## config.mk

```make
export PLATFORM = sky130hd
export DESIGN_NAME = mul_div_unit
export DESIGN_NICKNAME = d
export VERILOG_FILES = /design/src/rtl/mul_div_unit.sv
export SDC_FILE = /design/constraint.sdc
export NUM_CORES = 1
export LEC_CHECK = 0
export CORE_MARGIN = 2
export CORE_UTILIZATION = 46
export DETAILED_ROUTE_END_ITERATION = 7
export PLACE_DENSITY = 0.68
export RECOVER_POWER = 25
export SETUP_SLACK_MARGIN = 0.2
export SYNTH_ARGS = -nofsm -noshare
export SYNTH_HDL_FRONTEND = slang
export SYNTH_SLANG_ARGS = --single-unit
```

## constraint.sdc

```tcl
create_clock -name clk -period 9.51 [get_ports clk]
set_clock_uncertainty 0.1 [all_clocks]
set_input_delay 0.951 -clock clk [delete_from_list [all_inputs] [get_ports clk]]
set_output_delay 0.951 -clock clk [all_outputs]
set_load 0.01 [all_outputs]
```

## src/rtl/mul_div_unit.sv

```systemverilog
// Iterative radix-2 RV32M multiply/divide engine that sits beside the execute-stage ALU.
// Optional build macro MULDIV_EARLY_OUT_EN: divide-by-zero, signed overflow and multiply-by-zero finish at the accepting edge.

package mul_div_pkg;
  localparam logic [4:0] ALUCTRL_ADD    = 5'b00000;
  localparam logic [4:0] ALUCTRL_SUB    = 5'b00001;
  localparam logic [4:0] ALUCTRL_MUL    = 5'b10000;
  localparam logic [4:0] ALUCTRL_MULH   = 5'b10001;
  localparam logic [4:0] ALUCTRL_MULHSU = 5'b10010;
  localparam logic [4:0] ALUCTRL_MULHU  = 5'b10011;
  localparam logic [4:0] ALUCTRL_DIV    = 5'b10100;
  localparam logic [4:0] ALUCTRL_DIVU   = 5'b10101;
  localparam logic [4:0] ALUCTRL_REM    = 5'b10110;
  localparam logic [4:0] ALUCTRL_REMU   = 5'b10111;
endpackage

module mul_div_unit
  import mul_div_pkg::*;
#(
  parameter int BITS = 32
) (
  input  logic            clk,
  input  logic            rst,
  input  logic            in_valid,
  input  logic [4:0]      alu_ctrl,
  input  logic [BITS-1:0] op_a,
  input  logic [BITS-1:0] op_b,
  input  logic            flush,
  output logic            MulDivAluReady,
  output logic [BITS-1:0] result
);

  localparam int            CW        = $clog2(BITS);
  localparam logic [CW-1:0] LAST_ITER = CW'(BITS - 1);

  typedef enum logic [1:0] {S_IDLE, S_BUSY, S_FIX, S_DONE} state_t;

  state_t            state_q, state_d;
  logic [CW-1:0]     cnt_q, cnt_d;
  logic [4:0]        code_q, code_d;
  logic [BITS-1:0]   a_q, a_d;
  logic [BITS-1:0]   b_q, b_d;
  logic [BITS-1:0]   quo_q, quo_d;
  logic [BITS-1:0]   rem_q, rem_d;
  logic [BITS-1:0]   result_q, result_d;
  logic [2*BITS-1:0] prod_q, prod_d;
  logic              neg_q, neg_d;
  logic              sign_a_q, sign_a_d;
  logic              div_zero_q, div_zero_d;
  logic              ready_q, ready_d;

  logic            is_mul_in, is_div_in, sa_in, sb_in;
  logic [BITS-1:0] a_mag_in, b_mag_in;

  always_comb begin
    is_mul_in = alu_ctrl inside {ALUCTRL_MUL, ALUCTRL_MULH, ALUCTRL_MULHSU, ALUCTRL_MULHU};
    is_div_in = alu_ctrl inside {ALUCTRL_DIV, ALUCTRL_DIVU, ALUCTRL_REM, ALUCTRL_REMU};
    sa_in     = (alu_ctrl inside {ALUCTRL_MULH, ALUCTRL_MULHSU, ALUCTRL_DIV, ALUCTRL_REM}) && op_a[BITS-1];
    sb_in     = (alu_ctrl inside {ALUCTRL_MULH, ALUCTRL_DIV, ALUCTRL_REM}) && op_b[BITS-1];
    a_mag_in  = sa_in ? -op_a : op_a;
    b_mag_in  = sb_in ? -op_b : op_b;
  end

`ifdef MULDIV_EARLY_OUT_EN
  logic            div_zero_in, ovf_in, mul_zero_in, early_hit;
  logic [BITS-1:0] early_result;

  always_comb begin
    div_zero_in  = is_div_in && (op_b == '0);
    ovf_in       = (alu_ctrl inside {ALUCTRL_DIV, ALUCTRL_REM}) &&
                   (op_a == {1'b1, {(BITS-1){1'b0}}}) && (op_b == '1);
    mul_zero_in  = is_mul_in && ((op_a == '0) || (op_b == '0));
    early_hit    = div_zero_in || ovf_in || mul_zero_in;
    early_result = '0;
    if (div_zero_in) begin
      early_result = (alu_ctrl inside {ALUCTRL_DIV, ALUCTRL_DIVU}) ? '1 : op_a;
    end else if (ovf_in) begin
      early_result = (alu_ctrl == ALUCTRL_DIV) ? {1'b1, {(BITS-1){1'b0}}} : '0;
    end
  end
`endif

  // One shift-add step and one restoring-division step, both on magnitudes.
  logic          is_mul_q;
  logic [BITS:0] mul_sum, div_shift, div_diff;

  always_comb begin
    is_mul_q  = code_q inside {ALUCTRL_MUL, ALUCTRL_MULH, ALUCTRL_MULHSU, ALUCTRL_MULHU};
    mul_sum   = {1'b0, prod_q[2*BITS-1:BITS]} + (prod_q[0] ? {1'b0, a_q} : '0);
    div_shift = {rem_q, quo_q[BITS-1]};
    div_diff  = div_shift - {1'b0, b_q};
  end

  logic [2*BITS-1:0] prod_fix;
  logic [BITS-1:0]   quo_fix, rem_fix, fix_result;

  always_comb begin
    prod_fix   = neg_q ? -prod_q : prod_q;
    quo_fix    = div_zero_q ? '1 : (neg_q ? -quo_q : quo_q);
    rem_fix    = sign_a_q ? -rem_q : rem_q;
    fix_result = rem_fix;
    case (code_q)
      ALUCTRL_MUL:                                   fix_result = prod_fix[BITS-1:0];
      ALUCTRL_MULH, ALUCTRL_MULHSU, ALUCTRL_MULHU:   fix_result = prod_fix[2*BITS-1:BITS];
      ALUCTRL_DIV, ALUCTRL_DIVU:                     fix_result = quo_fix;
      default:                                       fix_result = rem_fix;
    endcase
  end

  always_comb begin
    // NOTE: every *_d takes its *_q value first, so no branch can leave a latch behind.
    state_d    = state_q;
    cnt_d      = cnt_q;
    code_d     = code_q;
    a_d        = a_q;
    b_d        = b_q;
    prod_d     = prod_q;
    quo_d      = quo_q;
    rem_d      = rem_q;
    neg_d      = neg_q;
    sign_a_d   = sign_a_q;
    div_zero_d = div_zero_q;
    result_d   = result_q;
    ready_d    = 1'b0;

    case (state_q)
      S_IDLE: begin
        if (in_valid && (is_mul_in || is_div_in)) begin
          code_d     = alu_ctrl;
          a_d        = a_mag_in;
          b_d        = b_mag_in;
          prod_d     = {{BITS{1'b0}}, b_mag_in};
          quo_d      = a_mag_in;
          rem_d      = '0;
          cnt_d      = '0;
          neg_d      = sa_in ^ sb_in;
          sign_a_d   = sa_in;
          div_zero_d = is_div_in && (op_b == '0);
          state_d    = S_BUSY;
`ifdef MULDIV_EARLY_OUT_EN
          if (early_hit) begin
            result_d = early_result;
            ready_d  = 1'b1;
            state_d  = S_DONE;
          end
`endif
        end
      end
      S_BUSY: begin
        if (is_mul_q) begin
          prod_d = {mul_sum, prod_q[BITS-1:1]};
        end else if (!div_diff[BITS]) begin
          rem_d = div_diff[BITS-1:0];
          quo_d = {quo_q[BITS-2:0], 1'b1};
        end else begin
          rem_d = div_shift[BITS-1:0];
          quo_d = {quo_q[BITS-2:0], 1'b0};
        end
        cnt_d = cnt_q + CW'(1);
        if (cnt_q == LAST_ITER) state_d = S_FIX;
      end
      S_FIX: begin
        result_d = fix_result;
        ready_d  = 1'b1;
        state_d  = S_DONE;
      end
      S_DONE:  state_d = S_IDLE;
      default: state_d = S_IDLE;
    endcase

    // A redirect kills whatever is in flight, including a result being registered this edge.
    if (flush) begin
      state_d  = S_IDLE;
      ready_d  = 1'b0;
      result_d = result_q;
    end
  end

  always_ff @(posedge clk) begin
    // NOTE: non-blocking only; datapath registers are cleared too so the block is fully defined after reset.
    if (rst) begin
      state_q    <= S_IDLE;
      cnt_q      <= '0;
      code_q     <= '0;
      a_q        <= '0;
      b_q        <= '0;
      prod_q     <= '0;
      quo_q      <= '0;
      rem_q      <= '0;
      neg_q      <= 1'b0;
      sign_a_q   <= 1'b0;
      div_zero_q <= 1'b0;
      result_q   <= '0;
      ready_q    <= 1'b0;
    end else begin
      state_q    <= state_d;
      cnt_q      <= cnt_d;
      code_q     <= code_d;
      a_q        <= a_d;
      b_q        <= b_d;
      prod_q     <= prod_d;
      quo_q      <= quo_d;
      rem_q      <= rem_d;
      neg_q      <= neg_d;
      sign_a_q   <= sign_a_d;
      div_zero_q <= div_zero_d;
      result_q   <= result_d;
      ready_q    <= ready_d;
    end
  end

  assign MulDivAluReady = ready_q;
  assign result         = result_q;

endmodule
```

==> results of run 1 <==
[layer usage]
metal	share of wire	wire, microns
met1	0.46	25640
met2	0.45	24840
met3	0.070	3919
met4	0.023	1253
met5	0	0
[tightest hold or removal path, delay by kind of cell (launching register included)]
family	cells	cell delay, ns
AND/OR/NAND/NOR	1	0.05
flip-flops	1	0.30
AO/OA/AOI/OAI	1	0.06
[power groups by stage]
stage | Combinational, uW | Sequential [uW] | Clock (uW)
after floorplan | 309 | 1070 | 0
after global placement | 435 | 1080 | 0
after detailed placement | 443 | 1090 | 0
after CTS | 444 | 1060 | 1160
after global routing | 495 | 1070 | 1200
final | 452 | 1060 | 1150
[how the worst max path moves through the flow]
stage / startpoint / endpoint / slack (ns) / depth (start not counted)
finish: state_q[1]$_SDFFE_PP0P_ / rem_q[26]$_SDFFE_PP0P_ / 3.25 / 11
global route: state_q[1]$_SDFFE_PP0P_ / rem_q[26]$_SDFFE_PP0P_ / 2.65 / 11
CTS: op_b[3] / prod_q[28]$_SDFFE_PP0P_ / 5.51 / 10
detailed placement: op_b[3] / prod_q[28]$_SDFFE_PP0P_ / 4.97 / 10
global placement: op_b[3] / prod_q[28]$_SDFFE_PP0P_ / 5.16 / 10
floorplan: quo_q[31]$_SDFFE_PP0P_ / rem_q[10]$_SDFFE_PP0P_ / 6.19 / 14
[state kept, by name, summed over array words and instances, names as in the netlist, 2 cells and up]
signal	flops
a_q	32
cnt_q	5
code_q	5
state_q	2
result	32
b_q	32
quo_q	32
prod_q	64
rem_q	32
[cell usage in the layout (no fill, tap or decap), types with 10 or more instances in the layout]
cell type and count:
a31oi_1 12, a22oi_1 12, and2_1 39, a21o_1 32, xnor2_1 168, dlygate4sd3_1 35
a211oi_1 81, a311oi_1 12, and3_1 10, nand4_1 13, buf_4 18, ha_1 75
or4_1 21, nand2_1 293, nand3_1 21, clkbuf_16 29, a22o_1 18, nand2b_1 29
clkdlybuf4s50_1 69, o31ai_1 42, dfxtp_1 239, nor4_1 15, nor3_1 55, a221oi_1 16
o41ai_1 19, o221ai_1 12, o211ai_1 37, mux2i_1 46, inv_1 66, o21ai_0 178
nor2_1 212, a21oi_1 172, xor2_1 59, or3_1 20, o21a_1 13
[cell families after synthesis]
logic type | synth area share
and+or+nand+nor | 0.2112
AOI/OAI and AO/OA | 0.2649
DFF | 0.2792
xor gates and xnor gates | 0.1155
buffers and inverters | 0.04486
adders and majority gates | 0.05686
muxes | 0.02741
[per-stage QoR]
| step | cell area [sq um] | hold WS (ns) |
|---|---|---|
| after global routing | 19490 | 0.3868 |
| after detailed placement | 18540 | 0.3506 |
| after global placement | 18540 | 0.3415 |
| after CTS | 19510 | 0.3591 |
| after floorplan | 17210 | 0.3317 |
| final | 19490 | 0.3591 |
[final cells by class]
type                    instances  area share
multi-input cells            1837      0.5992
clock inverters                13    0.008795
clock buffers                  37     0.04083
repair buffers                126     0.06150
well taps                     468     0.03004
flip-flops and latches        240      0.2466
inverters                      68     0.01310
==> summary.md, run 1 <==
| Metric | Value |
|---|---|
| Cts hold-fix bufs | `0` |
| Slowest CP cell | `clkbuf_1` |
| Static leakage power | `0.007316 uW` |
| Worst skew pair latency | `0.56 ns` |
| Outcome | `finished with violations` |
| Most Crowded Layer GR | `met2` |
| Required @ worst endpoint | `9.85 ns` |
| M2 GR Usage | `0.4502` |
| Clock buffer depth | `3` |
| Slowest Stage Delay on Critical Path | `2.72 ns` |
| Total iterations of the first detailed-routing run | `5` |
| Inst Count DP | `2739` |
| Clock transition at path regs | `0.06 ns` |
| Fin crit share | `0.6588` |
| Slack of the critical path | `3.245 ns` |
| Proportion of netlist area held by the largest area contributor | `0.2792` |
| Switching share of power | `0.2869` |
| Pwr Total | `2668 uW` |
| Met1 Use GR | `0.4017` |
| CP startpoint kind | `register` |
| Minimum clock period | `6.265 ns` |
| Crit Path Max Fanout | `92` |
| DR WL/cell | `19.95 microns` |
| Min-Delay Path Depth | `2` |
| Combinational power share | `0.169` |
| CTS sink cnt | `240` |
| Maximum vdd drop | `0.1629 mV` |
| Synthesis-stage register bit count | `240` |
| Wire length of the first global-routing pass | `88170 microns` |
| PortBufs | `105` |
| Failing checks | `max-capacitance violations, max-slew violations` |
| Pin count of the biggest net entering global routing | `102` |
| Ys async rst share | `0` |
| Setup TNS | `0 ns` |
| Syn avg cell area | `7.551 sq um` |
| Number of global-route vias before repair | `15840` |
| CP arrival | `6.60 ns` |
| Synth area leader | `dfxtp_1` |
| DRC | `0` |
| Yosys warnings | `0` |
| F_max | `0.1596 GHz` |
| Antenna violations before repair | `0` |
| Worst slew pin tran | `4.499 ns` |
| GR Util met3 | `0.03756` |
| Crit Path Class | `reg2reg` |
| Top_reg_cell synth | `dfxtp_1` |
| R2R depth | `11` |
| Post-Syn Area | `17210 sq um` |
| Die H | `197.4 microns` |
| Setup violators final | `0` |
| CTS Root Cell | `clkbuf_16` |
| TritonCTS clock tree | `built` |
| P per Cell Area | `136.9 nW/um^2` |
| Starting Density | `0.4689` |
| GRT Overall Usage | `0.2819` |
| CP most frequent cell | `buf_4` |
| CP Capture Type | `register` |
| Clk pwr share | `0.432` |
| Max Cap Viol | `4` |
| Max-slew violations | `315` |
| Detailed Route Iter0 Violations | `1643` |
| Detail Placement HPWL | `41550 microns` |
| Die area | `38970 sq um` |
| Nets | `2451` |
| Hold Crit Endpoint | `a_q[15]$_SDFFE_PP0P_` |
| EDFF count, synth | `0` |
| Cell Count, Final, Fillers Out | `2789` |
| Rows | `70` |
| Most frequent cell after synthesis | `nand2_1` |
| Hold crit path type | `reg2reg` |
| RR Startpoint | `state_q[1]$_SDFFE_PP0P_` |
| Grt total ovfl | `0` |
| Crit-path cells | `inv_1 > ha_1 > clkbuf_1 > clkinv_1 > buf_4 > o21a_1 > a21oi_2 > buf_4 > nor2_2 > buf_4 > a221o_1` |
| # fillers | `3559` |
| Post-synth top cells | `nand2_1 (293), dfxtp_1 (240), nor2_1 (214), o21ai_0 (178), a21oi_1 (174)` |
| Area used by multi-input combinational logic | `11680 sq um` |
| Post-CTS Resized | `0` |
| CTS Buf Count | `28` |
| RSZ-0062 raised after global routing | `no` |
| Syn nets | `2429` |
| Area contributors post-synth | `dfxtp_1 (28%), xnor2_1 (8.6%), nand2_1 (6.4%)` |
| FF/Latch Area | `4806 sq um` |
| Layout area overhead | `13.25%` |
| Via Count | `17160` |
| FF-to-FF setup slack | `3.25 ns` |
| Die width | `197.4 microns` |
| Vias per std cell | `6.153` |
| Reg power frac | `0.399` |
| Buf+Inv Stages, Crit Path | `6` |
| Post-CTS Setup Inserts | `0` |
| RR Endpoint | `rem_q[26]$_SDFFE_PP0P_` |
| Antenna viol nets, final | `0` |
| Share of cells above drive strength 1 | `0.04308` |
| Core Footprint | `36700 sq um` |
| Hold path startpoint | `a_q[15]$_SDFFE_PP0P_` |
| Final core occ | `0.5311` |
| Sequential area share after synthesis | `0.2792` |
| Cell family with most CP delay | `buffers and inverters` |
| Int Pwr | `1903 uW` |
| Num ports | `106` |
| Post-Synthesis Cells | `2279` |
| # diodes | `0` |
| Fin. Hold Viols | `0` |
| Unique masters post-synth | `76` |
| H-tree depth | `1` |
| NetSw | `765.7 uW` |
| Max transition margin | `-1.999` |
| Final wirelength | `55650 microns` |
| Placer Congestion | `0.9690` |
| Worst slack, placed | `4.971 ns` |
Note: power is estimated with default switching activity, not from simulation.
==> run 2: changes to the inputs <==
clock period = 6 ns   (was 9.51 ns; I/O delays follow)
==> summary.md, run 2 (same netlist as run 1, synthesis figures left out) <==
| Metric | Value |
|---|---|
| Crit Path Class | `reg2reg` |
| Nets | `2450` |
| Hold path startpoint | `a_q[15]$_SDFFE_PP0P_` |
| Max-slew violations | `164` |
| Die H | `197.4 microns` |
| P per Cell Area | `215.4 nW/um^2` |
| Core Footprint | `36700 sq um` |
| Most frequent cells in the layout | `nand2_1 (293), dfxtp_1 (239), nor2_1 (212)` |
| Worst slack, placed | `1.673 ns` |
| Slack of the critical path | `1.527 ns` |
| CTS Buf Count | `28` |
| CP startpoint kind | `register` |
| Buf+Inv Stages, Crit Path | `2` |
| Slowest Stage Delay on Critical Path | `0.71 ns` |
| Worst-case hold slack | `0.3506 ns` |
| Most common cell after layout, fill and taps aside | `nand2_1` |
| Cell family with most CP delay | `compound AO/OA/AOI/OAI gates` |
| H-tree depth | `1` |
| Grt total ovfl | `0` |
| Fin crit share | `0.7455` |
| Worst skew pair latency | `0.56 ns` |
| RR Startpoint | `quo_q[31]$_SDFFE_PP0P_` |
| Number of global-route vias before repair | `15690` |
| Starting Density | `0.4689` |
| F_max | `0.2236 GHz` |
| CP Capture Type | `register` |
| Largest Register | `prod_q` |
| Static leakage power | `0.007313 uW` |
| Setup violators final | `0` |
| Die width | `197.4 microns` |
| Crit-path cells | `inv_1 > ha_1 > fa_1 > nand2b_1 > a21oi_1 > o311a_1 > a41oi_1 > o21ai_0 > o211ai_1 > o211ai_1 > buf_4 > a21oi_1 > a211oi_1` |
| Wire length of the first global-routing pass | `89200 microns` |
| Max Cap Viol | `3` |
| Worst slew pin tran | `2.587 ns` |
| Share of cells above drive strength 1 | `0.04353` |
| Antenna violations before repair | `0` |
| Via Count | `17310` |
| CP arrival | `4.82 ns` |
| Minimum clock period | `4.473 ns` |
| Max transition margin | `-0.7248` |
| Vias per std cell | `6.207` |
| GRT Overall Usage | `0.2861` |
| Detailed Route Iter0 Violations | `1856` |
| CTS Root Cell | `clkbuf_16` |
| # diodes | `0` |
| Pwr Total | `4194 uW` |
| Failing checks | `max-capacitance violations, max-slew violations` |
| Pin count of the biggest net entering global routing | `126` |
| Final wirelength | `56680 microns` |
| Crit Path Max Fanout | `33` |
| Slowest CP cell | `o21ai_0` |
| Antenna viol nets, final | `0` |
| Setup TNS | `0 ns` |
| Number of flip-flops in the largest register | `64` |
| Clock transition at path regs | `0.06 ns` |
| Post-CTS Setup Inserts | `0` |
| Cts hold-fix bufs | `0` |
| Fin. Hold Viols | `0` |
| Required @ worst endpoint | `6.35 ns` |
| Placer Congestion | `0.9863` |
| Crit path from | `quo_q[31]$_SDFFE_PP0P_` |
| DRC | `0` |
| Layout area overhead | `13.12%` |
| CTS sink cnt | `240` |
| Num ports | `106` |
| Maximum vdd drop | `0.2132 mV` |
| Die area | `38970 sq um` |
| TritonCTS clock tree | `built` |
| DR WL/cell | `20.33 microns` |
| Outcome | `finished with violations` |
| Rows | `70` |
| PortBufs | `105` |
| Post-CTS Resized | `0` |
| Hold crit path type | `reg2reg` |
| Detail Placement HPWL | `42820 microns` |
| # fillers | `3465` |
| Clock buffer depth | `3` |
| RSZ-0062 raised after global routing | `no` |
| Total iterations of the first detailed-routing run | `5` |
==> run 2: cell count changes in the layout (fill, tap and decap cells not counted), sizes merged <==
| cell | previous run | this run |
|---|---|---|
| bufinv | 4 | 3 |
| inv | 67 | 66 |
| clkinv | 9 | 11 |
| clkbuf | 40 | 39 |
==> run 2: stage by stage <==
stage | instances | utilization | instance area (sq um)
global route | 2788 | 0.5305 | 19470
detailed placement | 2738 | 0.5049 | 18530
floorplan | 2279 | - | 17210
global placement | 2738 | 0.5049 | 18530
finish | 2788 | 0.5305 | 19470
CTS | 2788 | 0.5309 | 19480
==> run 2: final timing paths <==
| path | slack (ns) | to | cells after the start |
|---|---|---|---|
| worst max-delay path | 1.53 | quo_q[0]$_SDFFE_PP0P_ | 13 |
| worst min-delay path | 0.35 | a_q[15]$_SDFFE_PP0P_ | 2 |
| worst max register to register | 1.53 | quo_q[0]$_SDFFE_PP0P_ | 13 |
| worst min register to register | 0.35 | a_q[15]$_SDFFE_PP0P_ | 2 |
==> run 2: power breakdown <==
part           total, uW  internal (uW)  switching [uW]  leakage [uW]
registers           1690           1640            52.5       0.00195
logic                721            277             444       0.00489
clock network       1780           1070             718      0.000475
==> run 2: area by class of cell <==
cell class              count  area, sq um  area share
multi-input cells        1837        11670      0.5996
clock buffers              37        805.8     0.04139
repair buffers            125         1196     0.06144
clock inverters            13        146.4    0.007520
inverters                  68        255.2     0.01311
well taps                 468        585.6     0.03008
flip-flops and latches    240         4806      0.2469
==> run 2: tightest hold or removal path, delay by kind of cell (launching register included) <==
kind             cells  cell delay (ns)
AO/OA/AOI/OAI        1             0.05
AND/OR/NAND/NOR      1             0.05
flip-flops           1             0.30
==> run 2: per-layer routing <==
layer  up-vias  routed length, microns  track usage
met2       710                   24670       0.4412
met5         -                       0            0
li1       8263                       -            -
met1      8238                   25790       0.4150
met3        95                    4917      0.04746
met4         0                    1304      0.06767
==> run 3: changes to the inputs <==
clock period = 4.2 ns   (was 6 ns; I/O delays follow)
==> summary.md, run 3 (same netlist as run 1, synthesis figures left out) <==
| Metric | Value |
|---|---|
| Total iterations of the first detailed-routing run | `8` |
| Detail Placement HPWL | `42860 microns` |
| CP Capture Type | `register` |
| # diodes | `0` |
| Crit-path cells | `inv_1 > ha_1 > fa_1 > nand2b_1 > a21oi_1 > o311a_1 > a41oi_2 > o21ai_0 > buf_4 > o21a_1 > o211ai_1 > buf_12 > or2_2 > o221ai_1` |
| DRC | `0` |
| PortBufs | `105` |
| Max Cap Viol | `4` |
| Share of cells above drive strength 1 | `0.05364` |
| Fin crit share | `0.8760` |
| Starting Density | `0.4689` |
| Vias per std cell | `6.068` |
| Pin count of the biggest net entering global routing | `84` |
| Hold crit path type | `in2reg` |
| Outcome | `finished with violations` |
| Largest Register | `prod_q` |
| Worst-case hold slack | `0.2154 ns` |
| Die H | `197.4 microns` |
| P per Cell Area | `307.7 nW/um^2` |
| Most frequent cells in the layout | `nand2_1 (293), dfxtp_1 (239), nor2_1 (212)` |
| CTS Buf Count | `28` |
| Static leakage power | `0.007447 uW` |
| Placer Congestion | `0.9753` |
| Crit Path Max Fanout | `37` |
| Grt total ovfl | `0` |
| Die area | `38970 sq um` |
| Worst skew pair latency | `0.57 ns` |
| Maximum vdd drop | `0.3203 mV` |
| Slowest Stage Delay on Critical Path | `0.39 ns` |
| TritonCTS clock tree | `built` |
| Antenna viol nets, final | `0` |
| Antenna violations before repair | `0` |
| CP startpoint kind | `register` |
| DR WL/cell | `19.92 microns` |
| H-tree depth | `1` |
| GRT Overall Usage | `0.2833` |
| Number of global-route vias before repair | `15910` |
| Post-CTS Setup Inserts | `0` |
| Layout area overhead | `14.56%` |
| F_max | `0.2718 GHz` |
| Crit Path Class | `reg2reg` |
| CP arrival | `4.05 ns` |
| Worst slew pin tran | `2.663 ns` |
| Max-slew violations | `192` |
| Number of flip-flops in the largest register | `64` |
| Clock buffer depth | `3` |
| Max transition margin | `-0.7754` |
| Slowest CP cell | `dfxtp_1` |
| Wire length of the first global-routing pass | `87950 microns` |
| Failing checks | `max-capacitance violations, max-slew violations` |
| Post-CTS Resized | `0` |
| Nets | `2477` |
| Final wirelength | `56110 microns` |
| Detailed Route Iter0 Violations | `1674` |
| Die width | `197.4 microns` |
| Setup violators final | `0` |
| Fin. Hold Viols | `0` |
| Rows | `70` |
| Clock transition at path regs | `0.06 ns` |
| Setup TNS | `0 ns` |
| RSZ-0062 raised after global routing | `no` |
| Required @ worst endpoint | `4.57 ns` |
| Final core occ | `0.5372` |
| Core Footprint | `36700 sq um` |
| Minimum clock period | `3.679 ns` |
| Num ports | `106` |
| Via Count | `17090` |
| Most common cell after layout, fill and taps aside | `nand2_1` |
| CTS sink cnt | `240` |
| Cts hold-fix bufs | `0` |
| CTS Root Cell | `clkbuf_16` |
## run 3: cell type report
class	count	area [sq um]
clock buffers	40	837.1
clock inverters	12	151.4
fillers	3517	16980
inverters	68	255.2
multi-input cells	1837	11680
flip-flops and latches	240	4806
well taps	468	585.6
repair buffers	152	1399
## run 3: power breakdown
part / switching (uW) / internal, uW / leakage (uW)
combinational: 626 / 417 / 0.00502
clock: 1040 / 1570 / 0.000484
sequential: 74.7 / 2340 / 0.00195
total: 1740 / 4320 / 0.00745
## run 3: metal layers
| layer | GRT usage | wire length, microns |
|---|---|---|
| met1 | 0.3954 | 25800 |
| met4 | 0.07407 | 1302 |
| met5 | 0 | 0 |
| met2 | 0.4471 | 24420 |
| met3 | 0.05429 | 4588 |
## run 3: worst paths after layout
| kind | startpoint | endpoint | slack [ns] | cells after the start |
|---|---|---|---|---|
| worst max-delay path | quo_q[31]$_SDFFE_PP0P_ | rem_q[23]$_SDFFE_PP0P_ | 0.52 | 14 |
| worst min-delay path | rst | cnt_q[4]$_SDFFE_PP0P_ | 0.22 | 2 |
| worst max register to register | quo_q[31]$_SDFFE_PP0P_ | rem_q[23]$_SDFFE_PP0P_ | 0.52 | 14 |
| worst min register to register | a_q[15]$_SDFFE_PP0P_ | a_q[15]$_SDFFE_PP0P_ | 0.36 | 2 |
## run 3: stage by stage
step                      worst slack [ns]  area [sq um]  power [uW]  instances
after floorplan                     0.8757         17210        3128       2279
after global placement              0.5955         18740        3460       2765
after detailed placement            0.5307         18740        3479       2765
after CTS                           0.4932         19730        6064       2817
after global routing                0.2620         19720        6296       2817
final                               0.5209         19720        6066       2817
## run 3: critical path: cells and delay by family, from the launching register on
family	cells	cell delay, ns
flip-flops	1	0.39
adder cells (fa/ha/maj)	2	0.62
AND/OR/NAND/NOR	2	0.49
AO/OA/AOI/OAI	7	1.48
buffers and inverters	3	0.50
